`src/rtl/pipe_pkg.sv`:
```
// Shared definitions for the elastic pipeline stages: FSM state encoding and
// default payload widths used at the core's stage boundaries.
package pipe_pkg;

  localparam logic [1:0] ST_EMPTY = 2'd0;
  localparam logic [1:0] ST_BUSY  = 2'd1;
  localparam logic [1:0] ST_FULL  = 2'd2;

  localparam int DEF_DATA_W = 32;
  localparam int DEF_CTRL_W = 3;

endpackage

```
`src/rtl/pipe_skid_entry.sv`:
```
// One register slice of the skid buffer: a valid bit plus datapath and control
// payload, with flush clear, load and release controls.
module pipe_skid_entry
  import pipe_pkg::*;
#(
  parameter int DATA_W   = DEF_DATA_W,
  parameter int CTRL_W   = DEF_CTRL_W,
  parameter bit CLR_DATA = 1'b1
) (
  input  logic              clk,
  input  logic              rst,
  input  logic              clear,
  input  logic              load,
  input  logic              drop,
  input  logic [DATA_W-1:0] d_data,
  input  logic [CTRL_W-1:0] d_ctrl,
  output logic              valid,
  output logic [DATA_W-1:0] data,
  output logic [CTRL_W-1:0] ctrl
);

  // Clear outranks load so a flush discards a same-cycle capture; drop only
  // releases the slot and leaves the payload untouched.
  always_ff @(posedge clk or negedge rst) begin
    if (!rst) begin
      valid <= 1'b0;
      data  <= '0;
      ctrl  <= '0;
    end else if (clear) begin
      valid <= 1'b0;
      ctrl  <= '0;
      if (CLR_DATA) data <= '0;
    end else if (load) begin
      valid <= 1'b1;
      data  <= d_data;
      ctrl  <= d_ctrl;
    end else if (drop) begin
      valid <= 1'b0;
    end
  end

endmodule

```
`src/rtl/pipe_skid_stage.sv`:
```
// Elastic pipeline stage built from a main and a skid register slice; the
// main slice always drives the outputs and the skid slice absorbs backpressure.
module pipe_skid_stage
  import pipe_pkg::*;
#(
  parameter int DATA_W   = DEF_DATA_W,
  parameter int CTRL_W   = DEF_CTRL_W,
  parameter bit CLR_DATA = 1'b1
) (
  input  logic              clk,
  input  logic              rst,
  input  logic              i_flush,
  input  logic              i_valid,
  output logic              o_ready,
  input  logic [DATA_W-1:0] i_data,
  input  logic [CTRL_W-1:0] i_ctrl,
  output logic              o_valid,
  input  logic              i_ready,
  output logic [DATA_W-1:0] o_data,
  output logic [CTRL_W-1:0] o_ctrl,
  output logic [1:0]        o_occ
);

  logic [1:0]        state, state_nxt;
  logic              in_xfer, out_xfer;
  logic              main_load, main_drop, skid_load, skid_drop;
  logic              main_valid, skid_valid;
  logic [DATA_W-1:0] main_data, skid_data, main_d_data;
  logic [CTRL_W-1:0] main_ctrl, skid_ctrl, main_d_ctrl;

  assign in_xfer  = i_valid & o_ready;
  assign out_xfer = o_valid & i_ready;

  always_comb begin
    state_nxt = state;
    main_load = 1'b0;
    main_drop = 1'b0;
    skid_load = 1'b0;
    skid_drop = 1'b0;
    case (state)
      ST_EMPTY: begin
        if (in_xfer) begin
          state_nxt = ST_BUSY;
          main_load = 1'b1;
        end
      end
      ST_BUSY: begin
        if (in_xfer && !out_xfer) begin
          state_nxt = ST_FULL;
          skid_load = 1'b1;
        end else if (in_xfer && out_xfer) begin
          main_load = 1'b1;
        end else if (out_xfer) begin
          state_nxt = ST_EMPTY;
          main_drop = 1'b1;
        end
      end
      ST_FULL: begin
        if (out_xfer) begin
          state_nxt = ST_BUSY;
          main_load = 1'b1;
          skid_drop = 1'b1;
        end
      end
      default: state_nxt = ST_EMPTY;
    endcase
    if (i_flush) state_nxt = ST_EMPTY;
  end

  always_ff @(posedge clk or negedge rst) begin
    if (!rst) state <= ST_EMPTY;
    else      state <= state_nxt;
  end

  // Draining a full stage refills main from skid; otherwise main takes the input.
  assign main_d_data = (state == ST_FULL) ? skid_data : i_data;
  assign main_d_ctrl = (state == ST_FULL) ? skid_ctrl : i_ctrl;

  pipe_skid_entry #(
    .DATA_W  (DATA_W),
    .CTRL_W  (CTRL_W),
    .CLR_DATA(CLR_DATA)
  ) u_main (
    .clk   (clk),
    .rst   (rst),
    .clear (i_flush),
    .load  (main_load),
    .drop  (main_drop),
    .d_data(main_d_data),
    .d_ctrl(main_d_ctrl),
    .valid (main_valid),
    .data  (main_data),
    .ctrl  (main_ctrl)
  );

  pipe_skid_entry #(
    .DATA_W  (DATA_W),
    .CTRL_W  (CTRL_W),
    .CLR_DATA(CLR_DATA)
  ) u_skid (
    .clk   (clk),
    .rst   (rst),
    .clear (i_flush),
    .load  (skid_load),
    .drop  (skid_drop),
    .d_data(i_data),
    .d_ctrl(i_ctrl),
    .valid (skid_valid),
    .data  (skid_data),
    .ctrl  (skid_ctrl)
  );

  // Both handshake outputs come straight from slice valid flops, so o_ready
  // never sees i_ready combinationally.
  assign o_valid = main_valid;
  assign o_ready = ~skid_valid;
  assign o_data  = main_data;
  assign o_ctrl  = main_valid ? main_ctrl : '0;
  assign o_occ   = state;

endmodule

```
`config.mk`:
```
export PLATFORM = sky130hd
export DESIGN_NAME = pipe_skid_stage
export DESIGN_NICKNAME = d
export VERILOG_FILES = /design/src/rtl/pipe_pkg.sv /design/src/rtl/pipe_skid_entry.sv /design/src/rtl/pipe_skid_stage.sv
export SDC_FILE = /design/constraint.sdc
export NUM_CORES = 1
export LEC_CHECK = 0
export BUFFER_PORTS_ARGS = -buffer_cell sky130_fd_sc_hd__buf_2
export CAP_MARGIN = 10
export CORE_UTILIZATION = 59
export DETAILED_ROUTE_END_ITERATION = 10
export PLACE_DENSITY = 0.95
export SETUP_SLACK_MARGIN = 0.02
export SYNTH_ARGS = -nofsm -noshare
export SYNTH_HDL_FRONTEND = slang
export SYNTH_SLANG_ARGS = --single-unit
```
`constraint.sdc`:
```
create_clock -name clk -period 2.6 [get_ports clk]
set_input_delay 0 -clock clk [delete_from_list [all_inputs] [get_ports clk]]
set_output_delay 0 -clock clk [all_outputs]
set_load 0.03 [all_outputs]
```
==> results.tsv, run 1 <==
metric	value	unit
fillers	359	
synthCells	356	
clk_latency	0.35	ns
worst_pin_slew	1.148	ns
grt_first_pass_wirelength	16.95	mm
post_drt_via_cell_ratio	6.596	
hold_violations	0	
cts-root-buf	clkbuf_8	
diodes	0	
clk_pin_slew	0.08	ns
final_cell_mix	buf_2, dfrtp_1, a211oi_1, a21oi_1, dlygate4sd3_1	
worst-r2r-setup-slack	0.51	ns
cp_top_family	simple AND/OR/NAND/NOR gates	
maxCapViolCount	0	
seq_area	1852	um2
multi_input_area	1735	um2
outcome	finished clean	
firstDrtPassIters	6	
cts_setup_buffers	0	
ios	79	
numPortBuffers	78	
clock-sinks	74	
overflow	0	
endpoint_kind	flip-flop	
hold_start	i_ready	
cts_buffers	9	
crit_type	flip-flop to flip-flop	
p_leak	1.997	nW
vias	3476	
fin_nets	488	
ant_nets	0	
ys_types	29	
cp_max_fo	35	
powerDensity	648.2	nW/um2
synth_seq_cells	74	
start_kind	flip-flop	
setup_violations	0	
fin_tns_setup	0	ns
peakVddDrop	0.4893	mV
rows	28	
crit_buf_inv	0	
dp_hpwl	5.786	mm
whs_path_depth	4	
rsz0062_at_grt	false	
grt_pass1_vias	3422	
design_area	4757	um2
grt_max_degree	75	
cp_slowest_cell	or3b_1	
hold_path.class	primary input to flip-flop	
cpPeakStageDelay	0.87	ns
remaining_drc_errors	0	
cts_tree	done	
drive_above_1_share	0.3053	
chipHeight	82.47	um
antenna_found_initial	0	
ctsResizeCount	0	
post-place-cells	475	
track_usage	0.3367	
total_power	3.084	mW
wirelength	10.61	mm
top_usage_layer	met2	
stdcell_count	527	
drv_slew	0	
die-area	6800	um2
fin_crit_sh	0.8022	
seq_area_frac_synth	0.4848	
crit_path_cell_trace	or3b_1 -> o21ai_0 -> a21oi_1	
coreArea	6096	um2
fin_util	0.7804	
wl_per_cell	20.13	um
use_met1	0.4255	
area_delta_synth_final	24.53	%
fin_crit	2.086	ns
reg2regPathDepth	3	
synth.avg_cell_area	10.73	um2
clock.fmax	479.5	MHz
critical_path_arrival	2.27	ns
clock_skew	0.008615	ns
placed_area	4194	um2
place.gp.congestion	0.8335	
reg2reg_to	u_skid.data[13]	
r2r_start	o_occ[1]	
htreeDepth	3	
met3_usage	0.05165	
grtUsageMet2	0.5645	
synth_nets	396	
holdPathEnd	u_main.valid	
final_common_cell	buf_2	
start_util	0.6266	
die_x	82.47	um
synth_area	3820	um2
clockBufferDepth	2	
synth_warnings	0	
cts_hold_buf	37	
initialDrtViolationCount	342	
maxSlewHeadroom	0.2349	
required	2.79	ns
through the flow:
stage | hold WS (ns) | worst slack, ns
after floorplan | -0.2956 | 0.9584
after global placement | 0.1982 | 0.7497
after detailed placement | 0.1998 | 0.6504
after CTS | 0.05848 | 0.5778
after global routing | 0.06913 | 0.4654
final | 0.06611 | 0.5144
layout make-up:
class,count,area share
repair buffers,125,0.1841
inverters,2,0.001578
clock inverters,5,0.01157
clock buffers,10,0.02893
multi-input cells,236,0.3648
flip-flops and latches,74,0.3893
well taps,75,0.01973
power breakdown:
| part | internal [mW] | total, mW | leakage, nW | switching (mW) |
|---|---|---|---|---|
| logic | 0.307 | 0.868 | 0.906 | 0.561 |
| clock network | 0.461 | 0.895 | 0.0941 | 0.435 |
| registers | 1.25 | 1.32 | 0.997 | 0.0704 |
cell usage after synthesis (all sizes together):
cell type   n  area share
and2b       1      0.0020
nand2b      2      0.0033
nor3b       1      0.0020
a21oi      38       0.050
dfrtp      74        0.48
inv         2      0.0020
and2        3      0.0049
a211oi     71        0.18
a21bo       1      0.0026
or3b        1      0.0023
nand2       4      0.0039
mux2i      35       0.092
o21ai      35       0.046
nor4b       1      0.0023
a21o        1      0.0020
nand3      35       0.046
and4b       1      0.0026
a21boi      1      0.0029
a31oi       1      0.0016
clkbuf     19       0.019
buf        25       0.044
o21bai      1      0.0020
nand3b      1      0.0020
nor2        2      0.0020
how the worst max path moves through the flow:
stage | from | end | slack (ns) | depth (start not counted)
after floorplan | u_main.valid | u_main.ctrl[2] | 0.96 | 7
after global placement | o_occ[1] | u_skid.data[27] | 0.75 | 3
after detailed placement | o_occ[1] | u_skid.data[12] | 0.65 | 3
after CTS | o_occ[1] | u_skid.data[13] | 0.58 | 3
after global routing | o_occ[1] | u_skid.data[13] | 0.47 | 3
final | o_occ[1] | u_skid.data[13] | 0.51 | 3
cells by family (layout without fill, tap and decap cells):
kind of cell,Yosys count,in the layout,synth area share
buffers and inverters,46,142,0.06485
multiplexers,35,35,0.09171
AND/OR/NAND/NOR,52,52,0.07305
AO/OA/AOI/OAI,149,149,0.2856
flip-flops,74,74,0.4848
worst register-to-register path, stage by stage (launching register included):
cell,delay (ns)
dfrtp_1,0.46
or3b_1,0.87
o21ai_0,0.46
a21oi_1,0.14
layer usage:
metal	vias up	routed length [um]	share of wire
li1	1518	-	-
met5	-	0	0
met4	0	306	0.029
met2	201	5352	0.50
met1	1721	4286	0.40
met3	36	663	0.063
sequential cells by signal, indices dropped and copies added, names as in the netlist:
name,flops
u_main.data,32
u_skid.valid,1
u_skid.ctrl,3
o_occ,2
u_skid.data,32
u_main.valid,1
u_main.ctrl,3
No activity file was read; power rests on OpenSTA's default activity.
==> run 2, diff against run 1 <==
- ABC_AREA: unset -> 1
- CORE_UTILIZATION: 59 -> 55
- PLACE_DENSITY: 0.95 -> 0.9
- clock period: 2.6 -> 2.2 ns (I/O delays scaled with it)
==> results.tsv, run 2 <==
metric	value	unit	change
antenna_found_initial	0		unchanged
numPortBuffers	78		unchanged
synth_seq_cells	74		unchanged
synth.most_common_cell	nand2_1		
hold_violations	0		unchanged
area_delta_synth_final	23.24	%	
final_cell_mix	nand2_1, buf_2, dfrtp_1, inv_1, nand3_1		
clock_skew	0.007285	ns	-0.001329 ns
placed_area	4120	um2	-1.8%
fin_nets	603		+24%
yosys.area_share.xor_xnor	0		unchanged
initialDrtViolationCount	218		-36%
fin_crit	1.792	ns	-0.2932 ns
netlist_top_cells_area	dfrtp_1, nand2_1, o21ai_2		
crit_buf_inv	1		+1
grt_pass1_vias	3268		-4.5%
grt_max_degree	75		unchanged
synthCells	460		+29%
die_x	84.78	um	+2.8%
track_usage	0.2672		-0.06946
chipHeight	84.78	um	+2.8%
clock-sinks	74		unchanged
fin_crit_sh	0.8147		+0.01258
p_sw_frac	0.3576		+0.01198
violations	design-rule violations		
post_drt_via_cell_ratio	5.293		-20%
cts_setup_buffers	0		unchanged
yosys-top-cells-count	nand2_1, dfrtp_1, inv_1, nand3_1		
die-area	7187	um2	+5.7%
synth_top_family_by_area	simple AND/OR/NAND/NOR gates		
critical_path_arrival	2.06	ns	-0.21 ns
intPower	2.272	mW	+13%
maxCapViolCount	0		unchanged
clk_pin_slew	0.07	ns	about the same
combPwrFrac	0.286		+0.005
drive_above_1_share	0.2500		-0.05531
cts_hold_buf	36		-2.7%
yosys_most_used_dff	dfrtp_1		
cp_max_fo	36		+2.9%
wirelength	8.774	mm	-17%
wl_per_cell	13.60	um	-32%
crit_top_cell	nand2_1		
cts_tree	done		
peakVddDrop	0.3961	mV	-19%
synth.avg_cell_area	8.193	um2	-24%
cts-root-buf	clkbuf_8		
cp_top_family	simple AND/OR/NAND/NOR gates		
seq_area_frac_synth	0.4914		+0.006599
clkPwrFrac	0.258		-0.032
synth_area	3769	um2	-1.3%
outcome	finished with violations		
maxSlewHeadroom	0.3859		+0.1509
clock.fmax	557.9	MHz	+16%
required	2.47	ns	-0.32 ns
p_switching	1.265	mW	+19%
pwr-share-seq	0.456		+0.028
synth_top_area_share	0.4914		+0.006599
synth_mux_area_frac	0		-0.09171
cts_buffers	9		unchanged
overflow	0		unchanged
ys_types	19		-34%
hold_path.class	primary input to flip-flop		
ios	79		unchanged
synth-simple-area-share	0.2809		+0.2078
clk_latency	0.34	ns	about the same
synth_edf_count	0		unchanged
reg.largest.list	u_main.data x32, u_skid.data x32		
diodes	0		unchanged
ant_nets	0		unchanged
rsz0062_at_grt	false		
drv_slew	0		unchanged
endpoint_kind	flip-flop		
clockBufferDepth	2		unchanged
worst_pin_slew	0.9212	ns	-0.2264 ns
start_kind	flip-flop		
synth_nets	500		+26%
setup_violations	0		unchanged
ctsResizeCount	0		unchanged
place.gp.congestion	0.8459		+1.5%
cp_slowest_cell	dfrtp_1		
grt_first_pass_wirelength	15.13	mm	-11%
htreeDepth	3		unchanged
crit_type	flip-flop to flip-flop		
synthArstFlopShare	1.000		unchanged
powerDensity	761.4	nW/um2	+17%
start_util	0.5802		-0.04641
synthAdderAreaFrac	0		unchanged
final_common_cell	nand2_1		
design_area	4644	um2	-2.4%
synth_compound_area_frac	0.1298		-0.1558
p_leak	2.521	nW	+26%
vias	3414		-1.8%
remaining_drc_errors	5		+5
synth_warnings	0		unchanged
fin_tns_setup	0	ns	unchanged
rows	29		+3.6%
crit_path_cell_trace	inv_1 -> nand2_2 -> nand2_1 -> a21oi_1 -> nand2_1 -> o21ai_2		
dp_hpwl	5.124	mm	-11%
coreArea	6495	um2	+6.5%
firstDrtPassIters	11		+5
cpPeakStageDelay	0.57	ns	-0.30 ns
yosysTopAreaCell	dfrtp_1		
fillers	502		+40%
==> run 2: worst paths after layout <==
| path | end | depth (start not counted) | from | slack (ns) |
|---|---|---|---|---|
| max in group asynchronous | u_main.data[17] | 2 | rst | 1.26 |
| min | u_main.valid | 4 | i_ready | 0.02 |
| max | u_main.data[28] | 6 | o_occ[0] | 0.41 |
| min in group asynchronous | u_skid.data[1] | 2 | rst | 0.34 |
| min reg2reg | u_skid.ctrl[2] | 2 | u_skid.ctrl[2] | 0.47 |
| max reg2reg | u_main.data[28] | 6 | o_occ[0] | 0.41 |
==> run 2: area by class of cell <==
| cell class | instances | area [um2] | share of cell area |
|---|---|---|---|
| clock buffers | 13 | 148.9 | 0.03206 |
| inverters | 43 | 161.4 | 0.03475 |
| repair buffers | 120 | 823.3 | 0.1773 |
| flip-flops and latches | 74 | 1852 | 0.3987 |
| well taps | 77 | 96.34 | 0.02074 |
| clock inverters | 3 | 15.01 | 0.003233 |
| multi-input cells | 315 | 1548 | 0.3332 |
==> run 2: cell families after synthesis <==
family                 Yosys count
and+or+nand+nor                244
DFF                             74
AOI/OAI and AO/OA               71
buffers and inverters           71
==> run 2: metrics by stage <==
stage	setup WS, ns	power (mW)	hold WS [ns]	util	instances
final	0.4076	3.536	0.01697	0.7151	645
after global routing	0.2150	3.735	0.03107	0.7151	645
after CTS	0.4003	3.548	0.009898	0.7151	645
after detailed placement	0.4178	2.589	0.1990	0.6344	593
after global placement	0.5347	2.561	0.1864	0.6344	593
after floorplan	0.7170	2.349	-0.2956	-	460
==> run 2: metal layers <==
layer / GRT usage / part of all wire / wire [um] / vias up
met5: 0 / 0 / 0 / -
met4: 0.08166 / 0.0080 / 70 / 0
met3: 0.05113 / 0.056 / 489 / 8
met2: 0.4664 / 0.53 / 4612 / 143
met1: 0.3379 / 0.41 / 3602 / 1622
li1: - / - / - / 1641
==> run 2: worst reg2reg max path, stage by stage, from the launching register on <==
cell and delay (ns):
dfrtp_1 0.57, inv_1 0.14, nand2_2 0.54, nand2_1 0.12, a21oi_1 0.22, nand2_1 0.09
o21ai_2 0.05
==> run 2: power groups by stage <==
stage / Clock [mW] / Sequential, mW / Combinational [mW]
finish: 0.912 / 1.61 / 1.01
global route: 0.995 / 1.63 / 1.11
CTS: 0.931 / 1.61 / 1.01
detailed placement: 0 / 1.63 / 0.956
global placement: 0 / 1.63 / 0.935
floorplan: 0 / 1.80 / 0.550
